File: src/rtl/axi_read_arbiter.sv
// Shares one AXI3 read channel among icache (0), dcache (1) and uncache (2).
// One burst is in flight at a time, and returned beats are steered to the granted requester.
module axi_read_arbiter #(
  parameter bit         FIXED_PRIO = 1'b0,
  parameter logic [3:0] ID_BASE    = 4'b0000
) (
  input  logic        clk,
  input  logic        rst,
  input  logic [2:0]  req_valid,
  input  logic [95:0] req_addr,
  input  logic [11:0] req_len,
  input  logic [8:0]  req_size,
  output logic [2:0]  req_ready,
  output logic [2:0]  resp_valid,
  output logic [31:0] resp_data,
  output logic        resp_last,
  output logic        resp_err,
  output logic [3:0]  arid,
  output logic [31:0] araddr,
  output logic [3:0]  arlen,
  output logic [2:0]  arsize,
  output logic [1:0]  arburst,
  output logic [1:0]  arlock,
  output logic [3:0]  arcache,
  output logic [2:0]  arprot,
  output logic        arvalid,
  input  logic        arready,
  input  logic [3:0]  rid,
  input  logic [31:0] rdata,
  input  logic [1:0]  rresp,
  input  logic        rlast,
  input  logic        rvalid,
  output logic        rready,
  output logic [2:0]  fsm_state
);
  // Handshakes: a transfer happens on a rising edge where valid and ready are both high;
  // arvalid and the AR fields stay stable until arready, and the R side holds rready
  // high for the whole DATA phase.
  typedef enum logic [2:0] {IDLE = 3'b001, ADDR = 3'b010, DATA = 3'b100} state_t;

  state_t     state, state_nxt;
  logic [1:0] rr_ptr, cur, win, base;
  logic [3:0] beat_cnt;
  logic       err_acc, any_req, beat, beat_err;

  // Requester index (b + k) mod 3, where b <= 2 and k <= 3.
  function automatic logic [1:0] idx3(input logic [1:0] b, input logic [2:0] k);
    logic [2:0] s;
    s = {1'b0, b} + k;
    return (s >= 3'd3) ? 2'(s - 3'd3) : s[1:0];
  endfunction

  // Walk the search order backwards so that the earliest requester in the order wins.
  always_comb begin
    base    = FIXED_PRIO ? 2'd0 : rr_ptr;
    any_req = |req_valid;
    win     = 2'd0;
    for (int k = 3; k >= 1; k--)
      if (req_valid[idx3(base, 3'(k))]) win = idx3(base, 3'(k));
  end

  assign beat     = (state == DATA) && rvalid && rready;
  assign beat_err = (rresp != 2'b00) || (rid != arid) || (rlast && (beat_cnt != arlen));

  always_comb begin
    state_nxt = state;
    case (state)
      IDLE:    if (any_req) state_nxt = ADDR;
      ADDR:    if (arvalid && arready) state_nxt = DATA;
      DATA:    if (beat && rlast) state_nxt = IDLE;
      default: state_nxt = IDLE;
    endcase
  end

  always_ff @(posedge clk) begin
    if (rst) state <= IDLE;
    else     state <= state_nxt;
  end

  always_ff @(posedge clk) begin
    if (rst) begin
      arvalid    <= 1'b0;
      rready     <= 1'b0;
      req_ready  <= 3'b000;
      resp_valid <= 3'b000;
      resp_last  <= 1'b0;
      resp_err   <= 1'b0;
      araddr     <= 32'h0;
      arlen      <= 4'h0;
      arid       <= 4'h0;
      arsize     <= 3'b010;
      resp_data  <= 32'h0;
      rr_ptr     <= 2'd2;
      cur        <= 2'd0;
      beat_cnt   <= 4'h0;
      err_acc    <= 1'b0;
    end else begin
      req_ready  <= 3'b000;
      resp_valid <= 3'b000;
      resp_last  <= 1'b0;
      resp_err   <= 1'b0;
      case (state)
        IDLE: if (any_req) begin
          araddr    <= req_addr[{win, 5'b00000} +: 32];
          arlen     <= req_len[{win, 2'b00} +: 4];
          arsize    <= req_size[win * 3 +: 3];
          arid      <= ID_BASE + {2'b00, win};
          arvalid   <= 1'b1;
          req_ready <= 3'b001 << win;
          cur       <= win;
          beat_cnt  <= 4'h0;
          err_acc   <= 1'b0;
        end
        ADDR: if (arready) begin
          arvalid <= 1'b0;
          araddr  <= 32'h0;
          rready  <= 1'b1;
        end
        DATA: if (beat) begin
          resp_data  <= rdata;
          resp_valid <= 3'b001 << cur;
          resp_last  <= rlast;
          beat_cnt   <= beat_cnt + 4'h1;
          err_acc    <= err_acc | beat_err;
          resp_err   <= err_acc | beat_err;
          if (rlast) begin
            rready <= 1'b0;
            rr_ptr <= cur;
          end
        end
        default: ;
      endcase
    end
  end

  assign arburst   = 2'b01;
  assign arlock    = 2'b00;
  assign arcache   = 4'h0;
  assign arprot    = 3'h0;
  assign fsm_state = state;
endmodule

File: config.mk
export PLATFORM = sky130hd
export DESIGN_NAME = axi_read_arbiter
export DESIGN_NICKNAME = d
export VERILOG_FILES = /design/src/rtl/axi_read_arbiter.sv
export SDC_FILE = /design/constraint.sdc
export NUM_CORES = 1
export LEC_CHECK = 0
export BUFFER_PORTS_ARGS = -buffer_cell sky130_fd_sc_hd__buf_2
export CAP_MARGIN = 15
export CORE_MARGIN = 2
export CORE_UTILIZATION = 35
export CTS_CLUSTER_SIZE = 20
export DETAILED_ROUTE_END_ITERATION = 12
export PLACE_DENSITY = 0.77
export SLEW_MARGIN = 30
export SYNTH_ARGS = -nofsm -noshare
export SYNTH_HDL_FRONTEND = slang
export SYNTH_SLANG_ARGS = --single-unit
File: constraint.sdc
create_clock -name clk -period 1.9 [get_ports clk]
set_input_delay 0.38 -clock clk [delete_from_list [all_inputs] [get_ports clk]]
set_output_delay 0.38 -clock clk [all_outputs]
set_load 0.01 [all_outputs]
==> flow_summary.yaml, run 1 <==
critical_path:
  cp-end-kind: "flop"
  crit_required_ns: 2.12
  start_kind: "flop"
  crit_arrival_ns: 2.05
  crit_fanout: 39
  critical_path_class: "flop to flop"
  r2r_setup_slack_ns: 0.07
power:
  power.internal_mw: 3.967
  p_seq_frac: 0.416
  p_comb_frac: 0.175
  ir_drop_mv: 0.5036
  p_leak_nw: 2.743
  switching_power_mw: 1.359
  powerDensity_nw_per_um2: 909.1
  finalPower_mw: 5.326
  clkPwrFrac: 0.409
  switching_share: 0.2551
layout:
  layoutNonFillerInstCount: 834
  area_delta_synth_final_pct: 43.97
  final_layout_size_suffix_gt1_frac: 0.4369
  mostFrequentLayoutCells: "248 x buf_2, 91 x dfxtp_1, 74 x nand2_1"
  layout_commonest_cell: "buf_2"
  nFillCells: 1127
  fin_nets: 851
detailed_routing:
  ant_nets: 0
  drt_pass1_iterations: 4
  drc_errors: 0
  first_iter_violations: 203
  vias: 4065
  vias_per_cell: 4.874
  wl_um: 12450
  wire_per_inst_um: 14.92
clock_tree:
  cts_tree: "built"
  clock-sinks: 93
  clockBufferDepth: 2
  root_buffer: "clkbuf_16"
  cts_max_level: 3
  numCtsBuffers: 9
  clkTransAtPathRegs_ns: 0.07
  clk_latency_ns: 0.34
synth:
  async_reset_ff_frac: 0
  synth_area_um2: 4069
  synthesis.instances: 440
  synth_flop_cell: "dfxtp_1"
  synth_seq_area_share: 0.4576
  ys_types: 46
  syn_area_per_cell_um2: 9.248
  synth_seq_cells: 93
  ys_warn_count: 0
  synth_edf_count: 0
timing:
  fmax_ghz: 0.5469
  slew_violations: 0
  fin_crit_sh: 0.9624
  period_minus_slack_ns: 1.829
  hold_ws_ns: 0.2615
  setup_viol: 0
  hold_viol: 0
  clock_skew_ns: 0.005681
  slew_headroom: 0.6187
  worstMarginPinSlew_ns: 0.5646
run:
  cap_violations: 0
global_route:
  antenna_found_initial: 2
  grt_max_degree: 40
  grt_pass1_wl_um: 18930
  grt_usage: 0.1911
  grt_pass1_vias: 3916
  grt_overflow: 0
placement:
  dp_hpwl_um: 9204
  gp_congestion: 0.7862
  place_inst: 812
  portBuffers: 248
die:
  fp.dieH_um: 111.8
  die_x_um: 111.8
  ios: 262
  initial_core_util: 0.3579
  dieArea_um2: 12500
  rows: 39
  coreArea_um2: 11370
outcome:
  status: "finished clean"
worst_hold_path:
  hp-class: "input pin to flop"
state kept, by name (all words and copies together), names as in the netlist:
name,cells
err_acc,1
beat_cnt,4
resp_last,1
fsm_state,3
base,2
resp_valid,3
rready,1
resp_err,1
arvalid,1
resp_data,32
arid,2
araddr,32
arsize,3
req_ready,3
arlen,4
layout make-up:
class | count | area (um^2) | share of cell area
antenna | 2 | 5.005 | 0.0008543
sequential | 93 | 1864 | 0.3182
tap | 143 | 178.9 | 0.03054
inverter | 5 | 18.77 | 0.003204
clock buffer | 10 | 229.0 | 0.03909
timing repair buffer | 267 | 1484 | 0.2533
clock inverter | 6 | 135.1 | 0.02307
multi-input combinational | 308 | 1943 | 0.3317
layer usage:
layer | routed length [um] | part of all wire | vias up | track usage
met2 | 6452 | 0.52 | 174 | 0.3442
met1 | 4703 | 0.38 | 1847 | 0.2034
met3 | 981 | 0.079 | 20 | 0.05988
li1 | - | - | 2024 | -
met5 | 0 | 0 | - | 0
met4 | 308 | 0.025 | 0 | 0.08807
per-stage QoR:
step                      TNS [ns]  worst slack [ns]  cell area, um^2  utilization
after floorplan                  0           0.01954             4123            -
after global placement    -0.01795          -0.01795             5370       0.4723
after detailed placement  -0.04637          -0.03950             5370       0.4723
after CTS                        0          0.003135             5751       0.5058
after global routing       -0.2930          -0.02861             5858       0.5152
final                            0           0.07141             5858       0.5152
worst paths after layout:
check,startpoint,cells past startpoint,endpoint
max,base[0],8,araddr[12]
max reg2reg,base[0],8,araddr[12]
min reg2reg,resp_data[14],2,resp_data[14]
min,req_len[10],3,arlen[2]
cells by family (layout without fill, tap and decap cells):
kind of cell / Yosys count / count (layout) / share of synthesized area
multiplexers: 39 / 39 / 0.09594
AND/OR/NAND/NOR: 111 / 111 / 0.1255
buffers and inverters: 50 / 288 / 0.09009
AO/OA/AOI/OAI: 133 / 133 / 0.1996
XOR/XNOR: 8 / 8 / 0.01722
adder cells (fa/ha/maj): 4 / 4 / 0.01230
other: 2 / 15 / 0.001846
flip-flops: 93 / 93 / 0.4576
cell usage after synthesis, types with 3 or more instances:
| master | instances | area, um^2 |
|---|---|---|
| a21oi_1 | 39 | 195.2 |
| a22oi_1 | 40 | 300.3 |
| and3_1 | 3 | 18.77 |
| buf_12 | 3 | 60.06 |
| buf_2 | 9 | 45.04 |
| buf_4 | 18 | 135.1 |
| buf_6 | 4 | 45.04 |
| clkbuf_1 | 9 | 33.78 |
| dfxtp_1 | 93 | 1862 |
| ha_1 | 4 | 50.05 |
| inv_1 | 4 | 15.01 |
| mux2i_1 | 39 | 390.4 |
| nand2_1 | 74 | 277.8 |
| nor2_1 | 11 | 41.29 |
| nor3_1 | 3 | 15.01 |
| o21ai_1 | 40 | 200.2 |
| xor2_1 | 8 | 70.07 |
critical path, stage by stage (launching register included):
cell and delay [ns]:
dfxtp_2 0.32, buf_4 0.14, ha_2 0.20, o21bai_1 0.17, a32oi_2 0.31, nor3_4 0.07
buf_12 0.18, a22oi_1 0.21, o21ai_1 0.10
what timing repair did:
action                                  in CTS  in global routing
gates resized for setup                      3                 12
setup buffers                                0                  1
hold buffers                                 0                  0
pin swaps                                    0                  3
endpoints found under the setup margin       5                 39
gates cloned                                 0                  3
power by group through the flow:
stage	sequential, mW	combinational, mW	clock, mW
after floorplan	2.32	0.434	0
after global placement	2.26	0.897	0
after detailed placement	2.26	0.909	0
after CTS	2.22	0.917	2.24
after global routing	2.24	1.02	2.33
final	2.22	0.930	2.18
Note: power is estimated with default switching activity, not from simulation.
==> run 2, diff against run 1 <==
--- a/config.mk
+++ b/config.mk
@@ -7,7 +7,6 @@
 export LEC_CHECK = 0
 export BUFFER_PORTS_ARGS = -buffer_cell sky130_fd_sc_hd__buf_2
 export CAP_MARGIN = 15
-export CORE_MARGIN = 2
 export CORE_UTILIZATION = 35
 export CTS_CLUSTER_SIZE = 20
 export DETAILED_ROUTE_END_ITERATION = 12
==> run 2 against run 1 <==
Net effect:
- total power fell by 7.1%
- cell area fell by 1.8%
- largest cell class unchanged
- cell count fell by 0.48%
- combinational power fell by 1%
- die area fell by 3.5%
- count of clock-buffer cells in the layout rose by 1
- register-to-register slack improved by 0.03 ns
- setup slack improved by 0.028 ns
- worst hold slack improved by 0.0067 ns
- maximum frequency rose by 1.5%
==> flow_summary.yaml, run 2 (synthesis gave the netlist of run 1 again) <==
critical_path:
  crit_required_ns: 2.12
  start_kind: "flop"
  cp-end-kind: "flop"
  critical_path.slowest_cell: "o32a_1"
  crit_arrival_ns: 2.02
  crit_fanout: 10
  cpLargestDelayFamily: "compound AO/OA/AOI/OAI gates"
  critical_path_class: "flop to flop"
  cp_cell_sequence: "buf_4, ha_1, o32a_1, and3_4, clkbuf_16, mux2i_1, o21ai_1"
  critPathMaxStageDelay_ns: 0.35
  worst-path-buf-inv: 2
die:
  initial_core_util: 0.3579
  dieArea_um2: 12060
  fp.dieH_um: 109.8
  ios: 262
  rows: 39
  die_x_um: 109.8
  coreArea_um2: 11370
detailed_routing:
  vias: 3985
  vias_per_cell: 4.801
  wl_um: 12020
  drc_errors: 0
  drt_pass1_iterations: 4
  wire_per_inst_um: 14.48
  first_iter_violations: 258
  ant_nets: 0
layout:
  fin_util: 0.5061
  mostFrequentLayoutCells: "248 x buf_2, 91 x dfxtp_1, 74 x nand2_1"
  area_delta_synth_final_pct: 41.42
  layout_commonest_cell: "buf_2"
  layoutNonFillerInstCount: 830
  final_layout_size_suffix_gt1_frac: 0.4279
  fin_nets: 850
  insertedDiodeCount: 0
  reg.largest.list: "araddr (32), resp_data (32)"
power:
  p_leak_nw: 2.719
  ir_drop_mv: 0.4188
  powerDensity_nw_per_um2: 860.2
timing:
  hold_ws_ns: 0.2682
  fmax_ghz: 0.5553
  grt_setup_unrepaired: "no"
  worstMarginPinSlew_ns: 0.5743
  period_minus_slack_ns: 1.801
  hold_viol: 0
  fin_crit_sh: 0.9477
  setup_viol: 0
  slew_violations: 0
  clock_skew_ns: 0.006585
  slew_headroom: 0.6122
global_route:
  grt_max_degree: 40
  grt_pass1_wl_um: 17020
  grt_usage: 0.1887
  grt_pass1_vias: 3445
  antenna_found_initial: 0
  grt_overflow: 0
clock_tree:
  root_buffer: "clkbuf_16"
  clk_latency_ns: 0.34
  cts_tree: "built"
  cts_hold_buffers: 0
  clockBufferDepth: 2
  cts_max_level: 3
  clock-sinks: 93
  numCtsBuffers: 9
  postCtsSetupRepairBufs: 0
  clkTransAtPathRegs_ns: 0.07
run:
  cap_violations: 0
placement:
  dp_hpwl_um: 8798
  gp_congestion: 0.7727
  place_inst: 812
  portBuffers: 248
outcome:
  status: "finished clean"
worst_hold_path:
  hp-class: "input pin to flop"
## run 2: cell types whose count changed in the layout (fill, tap and decap cells not counted), moves of 2 or more
| cell | delta |
|---|---|
| buf_6 | -2 |
| mux2i_1 | +3 |
| a22oi_1 | +2 |
| diode_2 | -2 |
| mux2i_2 | -2 |
| clkbuf_8 | +2 |
| clkinv_2 | +2 |
| bufinv_16 | -3 |
| a22oi_2 | -2 |
## run 2: report_power, final
group          switching [mW]  internal (mW)  total [mW]  leakage (nW)
Clock                   0.736           1.08        1.82         0.147
Combinational           0.484          0.434       0.918          1.81
Sequential              0.109           2.11        2.22         0.758
Total                    1.33           3.62        4.95          2.72
## run 2: layout make-up
| type | instances | area, um^2 |
|---|---|---|
| Clock inverter | 4 | 47.55 |
| Fill cell | 1135 | 5615 |
| Multi-Input combinational cell | 308 | 1911 |
| Inverter | 5 | 18.77 |
| Sequential cell | 93 | 1864 |
| Timing Repair Buffer | 266 | 1481 |
| Tap cell | 143 | 178.9 |
| Clock buffer | 11 | 252.7 |
## run 2: worst register-to-register path, delay by kind of cell, from the launching register on
family | cells | cell delay [ns]
buf+inv | 2 | 0.32
compound gates | 2 | 0.43
flops | 1 | 0.32
simple gates | 1 | 0.24
fa+ha+maj | 1 | 0.21
mux | 1 | 0.16
## run 2: per-layer routing
metal / GRT usage / vias to the layer above / wire length (um)
met5: 0 / - / 0
li1: - / 2008 / -
met4: 0.08095 / 0 / 189
met1: 0.2067 / 1802 / 4527
met2: 0.3371 / 161 / 6358
met3: 0.05453 / 14 / 946
## run 2: through the flow
stage | setup WS, ns | cell area [um^2] | power (mW) | TNS (ns)
6_report | 0.09930 | 5754 | 4.950 | 0
5_1_grt | 0.007789 | 5754 | 5.212 | 0
4_1_cts | 0.007438 | 5702 | 5.004 | 0
3_5_place_dp | -0.03246 | 5370 | 3.163 | -0.05770
3_3_place_gp | 0.02031 | 5370 | 3.151 | 0
2_1_floorplan | 0.01954 | 4123 | 2.752 | 0
## run 2: worst paths after layout
check,from,to,slack (ns),depth (start not counted)
setup / recovery,base[1],arlen[1],0.1,7
hold / removal,req_size[6],arsize[0],0.27,3
setup reg to reg,base[1],arlen[1],0.1,7
hold reg to reg,resp_data[4],resp_data[4],0.45,2
## run 2: timing repair
item	in CTS	in global routing
pin swaps	0	4
resized for setup	2	5
endpoints found under the setup margin	6	39
gates cloned	1	2
